===== src/rtl/param_down_counter.sv =====
// param_down_counter
//
// Loadable modulo down-counter with a registered terminal-count pulse. Software
// loads a start value; the count decrements on every enabled clock while
// running. When an enabled edge sees zero, tc pulses for one cycle and the
// counter either reloads (periodic) or stops in IDLE (one-shot). Wide counts
// are built from SEG_W-bit segments chained by a borrow, so carry logic stays
// short while the block behaves exactly like one W-bit counter.
//
// Ports:
//   clk       rising-edge clock
//   rst_      asynchronous active-low reset
//   en        count enable (ignored in IDLE)
//   load      load strobe, highest priority, any state
//   load_val  start/reload value, clamped to MOD-1
//   periodic  1 = reload at zero, 0 = one-shot; sampled on the zero edge
//   q         current count
//   tc        terminal-count pulse (registered)
//   busy      high while running

module param_down_counter #(
    parameter int unsigned MOD   = 40000,
    parameter int unsigned SEG_W = 16,
    localparam int unsigned W    = $clog2(MOD)
) (
    input  logic         clk,
    input  logic         rst_,
    input  logic         en,
    input  logic         load,
    input  logic [W-1:0] load_val,
    input  logic         periodic,
    output logic [W-1:0] q,
    output logic         tc,
    output logic         busy
);

    localparam int unsigned NSEG = (W + SEG_W - 1) / SEG_W;
    localparam logic [W-1:0] MaxVal = W'(MOD - 1);

    typedef enum logic {StIdle, StRun} state_e;

    state_e         state_q;
    logic [W-1:0]   q_q;
    logic [W-1:0]   reload_q;
    logic           tc_q;

    logic [W-1:0]   q_dec;
    logic [W-1:0]   load_eff;
    logic [NSEG-1:0] seg_zero;
    logic [NSEG-1:0] borrow;
    logic           cnt_zero;

    // Per-segment decrement: a segment steps only when every lower segment is
    // zero, so a zero segment with a borrow rolls to all-ones of its own width.
    // The top segment can never roll because the whole count is nonzero
    // whenever the decremented value is used.
    for (genvar k = 0; k < NSEG; k++) begin : g_seg
        localparam int unsigned Lo = k * SEG_W;
        localparam int unsigned Hi = (Lo + SEG_W > W) ? W - 1 : Lo + SEG_W - 1;
        localparam int unsigned SW = Hi - Lo + 1;

        assign seg_zero[k] = (q_q[Hi:Lo] == '0);
        assign q_dec[Hi:Lo] = borrow[k] ? (q_q[Hi:Lo] - SW'(1)) : q_q[Hi:Lo];
    end

    always_comb begin
        borrow[0] = 1'b1;
        for (int k = 1; k < NSEG; k++) begin
            borrow[k] = borrow[k-1] & seg_zero[k-1];
        end
    end

    assign cnt_zero = &seg_zero;
    assign load_eff = (load_val > MaxVal) ? MaxVal : load_val;

    always_ff @(posedge clk or negedge rst_) begin
        if (!rst_) begin
            state_q  <= StIdle;
            q_q      <= '0;
            reload_q <= MaxVal;
            tc_q     <= 1'b0;
        end else begin
            tc_q <= 1'b0;
            if (load) begin
                q_q      <= load_eff;
                reload_q <= load_eff;
                state_q  <= StRun;
            end else if (state_q == StRun && en) begin
                if (cnt_zero) begin
                    tc_q <= 1'b1;
                    if (periodic) begin
                        q_q <= reload_q;
                    end else begin
                        state_q <= StIdle;
                    end
                end else begin
                    q_q <= q_dec;
                end
            end
        end
    end

    assign q    = q_q;
    assign tc   = tc_q;
    assign busy = (state_q == StRun);

endmodule


===== config.mk =====
export PLATFORM = sky130hd
export DESIGN_NAME = param_down_counter
export DESIGN_NICKNAME = d
export VERILOG_FILES = /design/src/rtl/param_down_counter.sv
export SDC_FILE = /design/constraint.sdc
export NUM_CORES = 1
export LEC_CHECK = 0
export ABC_AREA = 1
export BUFFER_PORTS_ARGS = -buffer_cell sky130_fd_sc_hd__clkbuf_2
export CORE_MARGIN = 1
export CORE_UTILIZATION = 45
export CTS_BUF_LIST = sky130_fd_sc_hd__clkbuf_4
export CTS_CLUSTER_DIAMETER = 60
export DETAILED_ROUTE_END_ITERATION = 10
export PLACE_DENSITY = 0.73
export SYNTH_ARGS = -nofsm -noshare
export SYNTH_HDL_FRONTEND = slang
export SYNTH_SLANG_ARGS = --single-unit

===== constraint.sdc =====
create_clock -name clk -period 2.2 [get_ports clk]
set_input_delay 0.11 -clock clk [delete_from_list [all_inputs] [get_ports clk]]
set_output_delay 0.11 -clock clk [all_outputs]
set_load 0.05 [all_outputs]

### Word-level counts from Yosys, hierarchy flattened

Cells that the tools add are included.

* bits in registers: 34
* bits in latches: 0
* bits in writable memories: 0
* ROM bits: 0
* word-level logic and storage cells: 26
* memories: 0

* $add $sub $neg: 1
* multiply operators: 0
* divide/modulo/power cells: 0
* order comparisons: 1
* equal/unequal tests: 2
* shifts and indexed selects: 0
* mux-type cells: 12
* bitwise operators: 0
* reductions and logical operators: 6

Operator list (number)
* 16-bit two-way mux: 5
* 16-bit greater-than comparator (second input constant): 1
* 16-bit zero test: 1
* 16-bit by 1-bit subtractor with 16-bit output (second input constant): 1
* 1-bit two-way mux: 7
* 2-bit nonzero test: 2
* 3-bit != test (second input constant): 1
* 3-bit AND reduction: 1
* 2-bit != test (second input constant): 1
* 2-bit AND reduction: 1
* 1-bit logical AND: 1

### Depth between registers and ports, before layout

Gate-level depths: netlist of the first run.

* depth in word-level cells: 4
* depth in mapped cells: 10
* mapped depth without buffers: 10

### Worst setup path after synthesis of the first run

No wires, ideal clock.

* path kind: reg2reg
* start: register q_q[0], in the netlist q[0]
* end: register q_q[14], in the netlist q[14]
* library setup time: 73 ps
* arrival time: 1687 ps
* slack: 440 ps
* stages on the path, launching flop included: 11
* path buffers: 1
* path through: dfrtp_1 > inv_1 > ha_1 > nand2_1 > nor2_2 > nand2_1 > nand2_2 > buf_6 > o21ai_0 > nand2_1 > a21oi_2

* word-level cells in the longest chain between the ends: 4
* elaborated cells between the ends (all ways): 7
* classes of those cells: add/sub: 1; eq/ne: 1; mux: 3; reduce/logical: 2

RTL lines
* start, declared: line 43 `logic [W-1:0] q_q;`
* start signal, assigned: line 85 `q_q <= load_eff;`
* start signal, assigned: line 92 `q_q <= reload_q;`
* start signal, assigned: line 97 `q_q <= q_dec;`
* 16-bit by 1-bit subtractor with 16-bit output / 16-bit zero test (equally long branches): line 63, 62
* 16-bit two-way mux: line 89 `if (cnt_zero) begin`
* 16-bit two-way mux: line 88 `end else if (state_q == StRun && en) begin`
* 16-bit two-way mux: line 84 `if (load) begin`

Parallel ways exist; a longest one is shown, timed or not. The select of a mux whose other input is x is not followed.
A chain may end at the register's enable or synchronous reset.

### Worst setup path after layout of the first run

* start: register q_q[0], in the netlist q[0]
* end: register q_q[4], in the netlist q[4]

Same word-level chain as after synthesis.

==> results of run 1 <==
[through the flow]
stage            util  setup slack [ns]
2_1_floorplan       -            0.4398
3_3_place_gp   0.5272            0.4678
3_5_place_dp   0.5272            0.4179
4_1_cts        0.5428            0.4095
5_1_grt        0.5428            0.2440
6_report       0.5428            0.4128
[layer usage]
layer | GRT usage | routed length [um] | vias up
met5 | 0 | 0 | -
met1 | 0.3306 | 2586 | 908
met3 | 0.04360 | 246 | 9
li1 | - | - | 1067
met2 | 0.3450 | 2337 | 56
met4 | 0.07625 | 71 | 0
[cell usage after synthesis, types with 4 or more instances]
cell,count
nor2_2,6
nand2_1,90
nand3_1,30
buf_6,4
dfstp_2,10
dfrtp_1,24
inv_1,33
a21oi_1,10
nor2_1,40
o21ai_0,27
[how the worst max path moves through the flow]
stage | end | slack, ns | cells past startpoint
2_1_floorplan | q[14]$_DFFE_PN0P_ | 0.44 | 10
3_3_place_gp | q[3]$_DFFE_PN0P_ | 0.47 | 9
3_5_place_dp | q[4]$_DFFE_PN0P_ | 0.42 | 9
4_1_cts | q[4]$_DFFE_PN0P_ | 0.41 | 9
5_1_grt | q[4]$_DFFE_PN0P_ | 0.24 | 9
6_report | q[4]$_DFFE_PN0P_ | 0.41 | 9
[state kept, by name, summed over array words and instances (netlist names)]
| register | flops |
|---|---|
| busy | 1 |
| tc | 1 |
| q | 16 |
| reload_q | 16 |
[power groups by stage]
stage               Combinational (W)  Clock (W)  Sequential [W]
floorplan                    0.000255          0        0.000927
global placement             0.000524          0        0.000792
detailed placement           0.000531          0        0.000794
CTS                          0.000535   0.000378        0.000782
global route                 0.000590   0.000416        0.000795
finish                       0.000533   0.000371        0.000782
[final cells by class]
| class | count | share of cell area |
|---|---|---|
| clock buffers | 8 | 0.02457 |
| well taps | 52 | 0.02661 |
| inverters | 35 | 0.05374 |
| flip-flops and latches | 34 | 0.3531 |
| repair buffers | 41 | 0.08802 |
| multi-input cells | 233 | 0.4539 |
[cell families after synthesis]
kind of cell / count (synthesis)
simple gates: 184
fa+ha+maj: 2
xor+xnor: 1
flops: 34
compound gates: 46
buf+inv: 44
[worst max-delay path, delay by kind of cell, from the launching register on]
kind	cells	cell delay, ns
compound gates	1	0.23
buf+inv	2	0.24
fa+ha+maj	1	0.20
simple gates	5	0.58
flops	1	0.42
==> reports/qor.txt, run 1 <==
outcome - finished, final reports clean
Finished Cell Area - 2445 um2
commonest non-fill, non-tap cells in the layout - nand2_1, nor2_1, clkbuf_2
Port Buf Inserts - 38
CP Cell Sequence - inv_1, ha_1, nand3_1, nor2_4, nand2_4, o21ai_2, inv_1, nand2_1, nand3_1
worst-case clock buffer depth - 2
Adder-Cell Fraction of Synth Area - 0.01153
first-pass GRT wire length - 9.025 mm
Total Power - 0.001687 W
Seq cells post-synth - 34
final non-filler cell total - 403
r2r endpoint - q[4]$_DFFE_PN0P_
Vias - 2040
die area - 5106 um2
number of remaining DRC errors - 0
area leader, netlist - dfrtp_1
post_cts resized - 0
top cells by area, synth - dfrtp_1, nand2_1, dfstp_2
Die Span X - 71.46 um
hold_buf cts - 1
Req. time, crit path - 2.42 ns
Final Max Tran Viols - 0
Root Buffer - clkbuf_4
critical path's largest stage delay - 0.42 ns
Max-Cap Viols - 0
reg2reg start - q[0]$_DFFE_PN0P_
CTS tree - done
Tightest Pin Transition - 0.8524 ns
startpoint types - flip-flop
CTS sink count - 34
wire per inst - 13.00 um
fin crit period - 1.787 ns
async set-reset flop share out of synthesis - 1.000
Final nets - 373
clock-pin transition on the worst setup and hold timing paths - 0.10 ns
largest net degree at the start of global routing - 35
CORE AREA - 4504 um2
Warnings, synthesis - 0
ant diodes - 0
H-tree depth - 2
r2r worst-path depth - 9
grt ovf - 0
Placed Instances - 394
Seq. cell area - 863.3 um2
peak supply drop - 0.0003103 V
initial drt markers - 132
Synth Area in Compound Gates - 0.1147
xor and xnor area share after synthesis - 0.004035
Max Freq - 0.5595 GHz
clock share of power - 0.220
GP Congestion - 0.9141
First-pass DRT Iterations - 4
vias in the first global route - 1920
ANT nets after route - 0
Die H - 71.46 um
mux cell area share after synthesis - 0
Starting Density - 0.4819
hold crit path type - in2reg
row count - 24
Setup crit end kind - flip-flop
Critical path origin - q[0]$_DFFE_PN0P_
mean area per synthesized cell - 6.980 um2
postcts setup bufs - 0
Reg2Reg Setup Slack - 0.41 ns
Hold Path End - reload_q[15]$_DFFE_PN1P_
EDFF count, synth - 0
share of layout cells above drive strength 1 - 0.2308
share of the synthesized area in the top cell type - 0.2767
Synth Cell Area - 2171 um2
sequential area share after synthesis - 0.3977
HPWL Detailed - 3.832 mm
Routed Wire Length - 5.241 mm
switching part of the total - 0.3939
Synth Instances - 311
sequential share of power - 0.464
worst-skew pair later-pin latency - 0.33 ns
Switching Power - 0.0006645 W
RSZ-0062 raised after global routing - false
Hold Path Cell Cnt - 3
Area growth syn-to-layout - 12.62%
num ports - 39
setup TNS - 0 ns
dpl cell area - 2375 um2
global-route usage over all layers - 0.2284
Final Hold Fails - 0
kind of critical path - reg2reg
Slew Limit Headroom - 0.4317
Mapped Nets - 334
Leak - 1.265 nW
Post-Synth Simple-Gate Area - 0.3810
Comb pwr share - 0.316
fill count - 456
final period utilization - 0.8123
top_reg_cell synth - dfrtp_1
largest family of logic cells by synthesized area - simple AND/OR/NAND/NOR gates
clock buffer count from CTS - 5
Critical Path AT - 2.01 ns
Clock Skew - 0.008826 ns
Final setup violation count - 0
beginning of the worst hold path - load_val[15]
Multi-input gate area - 1110 um2
final hold slack - 0.02126 ns
drt via density - 5.062
slowest CP cell - dfrtp_1
Int Pwr - 0.001022 W
initial antenna violation count - 0
pwr dens - 690.0 nW/um2
commonest non-fill, non-tap cell in the layout - nand2_1
crit path max fanout - 16
post-synth cell types - 30
Note: power is estimated with default switching activity, not from simulation.
==> inputs of run 2 (changes only) <==
==> constraint.sdc (replaced) <==
create_clock -name clk -period 1.85 [get_ports clk]
set_input_delay 0.0925 -clock clk [delete_from_list [all_inputs] [get_ports clk]]
set_output_delay 0.0925 -clock clk [all_outputs]
set_load 0.05 [all_outputs]
==> run 2 against run 1 <==
  * Die area unchanged
  * Sequential cell count unchanged
  * Via count is 2.5% higher
  * Wire length increased by 1.1%
==> reports/qor.txt, run 2 (synthesis gave the netlist of run 1 again) <==
outcome - finished, final reports clean
number of remaining DRC errors - 0 (unchanged)
Die H - 71.46 um (unchanged)
H-tree depth - 2 (unchanged)
Clock Skew - 0.007369 ns (-0.001457 ns)
Max-Cap Viols - 0 (unchanged)
First-pass DRT Iterations - 4 (unchanged)
grt ovf - 0 (unchanged)
Final Max Tran Viols - 0 (unchanged)
global-route usage over all layers - 0.2226 (-0.005811)
Starting Density - 0.4819 (unchanged)
num ports - 39 (unchanged)
Routed Wire Length - 5.299 mm (+1.1%)
first-pass GRT wire length - 8.866 mm (-1.8%)
wire per inst - 12.99 um (-0.13%)
Setup crit end kind - flip-flop
Critical Path AT - 1.96 ns (-0.05 ns)
CTS tree - done
Vias - 2090 (+2.5%)
largest net degree at the start of global routing - 35 (unchanged)
Final nets - 378 (+1.3%)
startpoint types - flip-flop
Slew Limit Headroom - 0.4447 (+0.01302)
Area growth syn-to-layout - 15.04%
worst-case clock buffer depth - 2 (unchanged)
Critical path origin - q[1]$_DFFE_PN0P_
ANT nets after route - 0 (unchanged)
clock buffer count from CTS - 5 (unchanged)
Final setup violation count - 0 (unchanged)
Max Freq - 0.5763 GHz (+3.0%)
pwr dens - 800.4 nW/um2 (+16%)
fin crit period - 1.735 ns (-0.05203 ns)
Final Hold Fails - 0 (unchanged)
HPWL Detailed - 3.880 mm (+1.3%)
crit path max fanout - 16 (unchanged)
Port Buf Inserts - 38 (unchanged)
peak supply drop - 0.0004012 V (+29%)
CTS sink count - 34 (unchanged)
GP Congestion - 0.9218 (+0.84%)
Reg2Reg Setup Slack - 0.11 ns (-0.30 ns)
ant diodes - 0 (unchanged)
final period utilization - 0.9379 (+0.1256)
worst-skew pair later-pin latency - 0.34 ns (about the same)
beginning of the worst hold path - load_val[7]
vias in the first global route - 1937 (+0.89%)
die area - 5106 um2 (unchanged)
hold crit path type - in2reg
CORE AREA - 4504 um2 (unchanged)
initial antenna violation count - 0 (unchanged)
Total Power - 0.001999 W (+18%)
Tightest Pin Transition - 0.8329 ns (-0.01953 ns)
row count - 24 (unchanged)
Req. time, crit path - 2.07 ns (-0.35 ns)
fill count - 427 (-6.4%)
clock-pin transition on the worst setup and hold timing paths - 0.11 ns (about the same)
Die Span X - 71.46 um (unchanged)
kind of critical path - reg2reg
Leak - 1.268 nW (+0.19%)
initial drt markers - 94 (-29%)
reg2reg start - q[1]$_DFFE_PN0P_
Root Buffer - clkbuf_4
commonest non-fill, non-tap cell in the layout - nand2_1
final hold slack - 0.01017 ns (-0.01108 ns)
share of layout cells above drive strength 1 - 0.2416 (+0.01080)
commonest non-fill, non-tap cells in the layout - nand2_1, nor2_1, clkbuf_2
drt via density - 5.123 (+1.2%)
==> run 2: path summary, 6_finish.rpt <==
path | endpoint | depth (start not counted)
worst max-delay path | q[4]$_DFFE_PN0P_ | 9
worst min-delay path | reload_q[7]$_DFFE_PN0P_ | 3
worst max register to register | q[4]$_DFFE_PN0P_ | 9
worst min register to register | reload_q[15]$_DFFE_PN1P_ | 2
max in group asynchronous | reload_q[14]$_DFFE_PN0P_ | 2
min in group asynchronous | q[1]$_DFFE_PN0P_ | 2
==> run 2: critical path: stages, from the launching register on <==
cell and delay, ns:
dfrtp_1 0.43, inv_1 0.10, ha_2 0.20, nand3_1 0.12, nor2_4 0.21, nand2_8 0.13, o21ai_4 0.18, inv_1 0.10
nand2_1 0.07, nand3_1 0.07
==> run 2: final cells by class <==
cell class,count,area [um2],share of cell area
multi-input combinational,233,1129,0.4519
sequential,34,863.3,0.3457
timing repair buffer,46,255.2,0.1022
inverter,35,131.4,0.05261
tap,52,65.06,0.02605
clock buffer,6,45.04,0.01804
clock inverter,2,8.758,0.003507
==> run 2: stage by stage <==
stage / utilization / worst slack (ns) / cell area (um2) / TNS, ns / instances
after detailed placement: 0.5306 / 0.08272 / 2390 / 0 / 396
final: 0.5544 / 0.1149 / 2497 / 0 / 408
after global placement: 0.5306 / 0.1484 / 2390 / 0 / 396
after global routing: 0.5544 / -0.01820 / 2497 / -0.02331 / 408
after floorplan: - / 0.08976 / 2171 / 0 / 311
after CTS: 0.5469 / 0.05845 / 2464 / 0 / 406
==> run 2: power breakdown <==
part | internal, W | switching, W | total [W]
Sequential | 0.000841 | 0.0000905 | 0.000932
Clock | 0.000157 | 0.000258 | 0.000416
Combinational | 0.000191 | 0.000461 | 0.000652
==> run 2: timing repair <==
item                                    CTS  global route
endpoints found under the setup margin    0             7
gates resized for setup                   0             4
hold buffers                              2             0
endpoints found under the hold margin    25             0
setup buffers                             0             2
==> run 2: layer usage <==
| layer | track usage | part of all wire | vias to the layer above |
|---|---|---|---|
| met2 | 0.3693 | 0.47 | 51 |
| met1 | 0.2892 | 0.47 | 950 |
| met3 | 0.04501 | 0.046 | 10 |
| met4 | 0.08279 | 0.019 | 0 |
| met5 | 0 | 0 | - |
| li1 | - | - | 1079 |
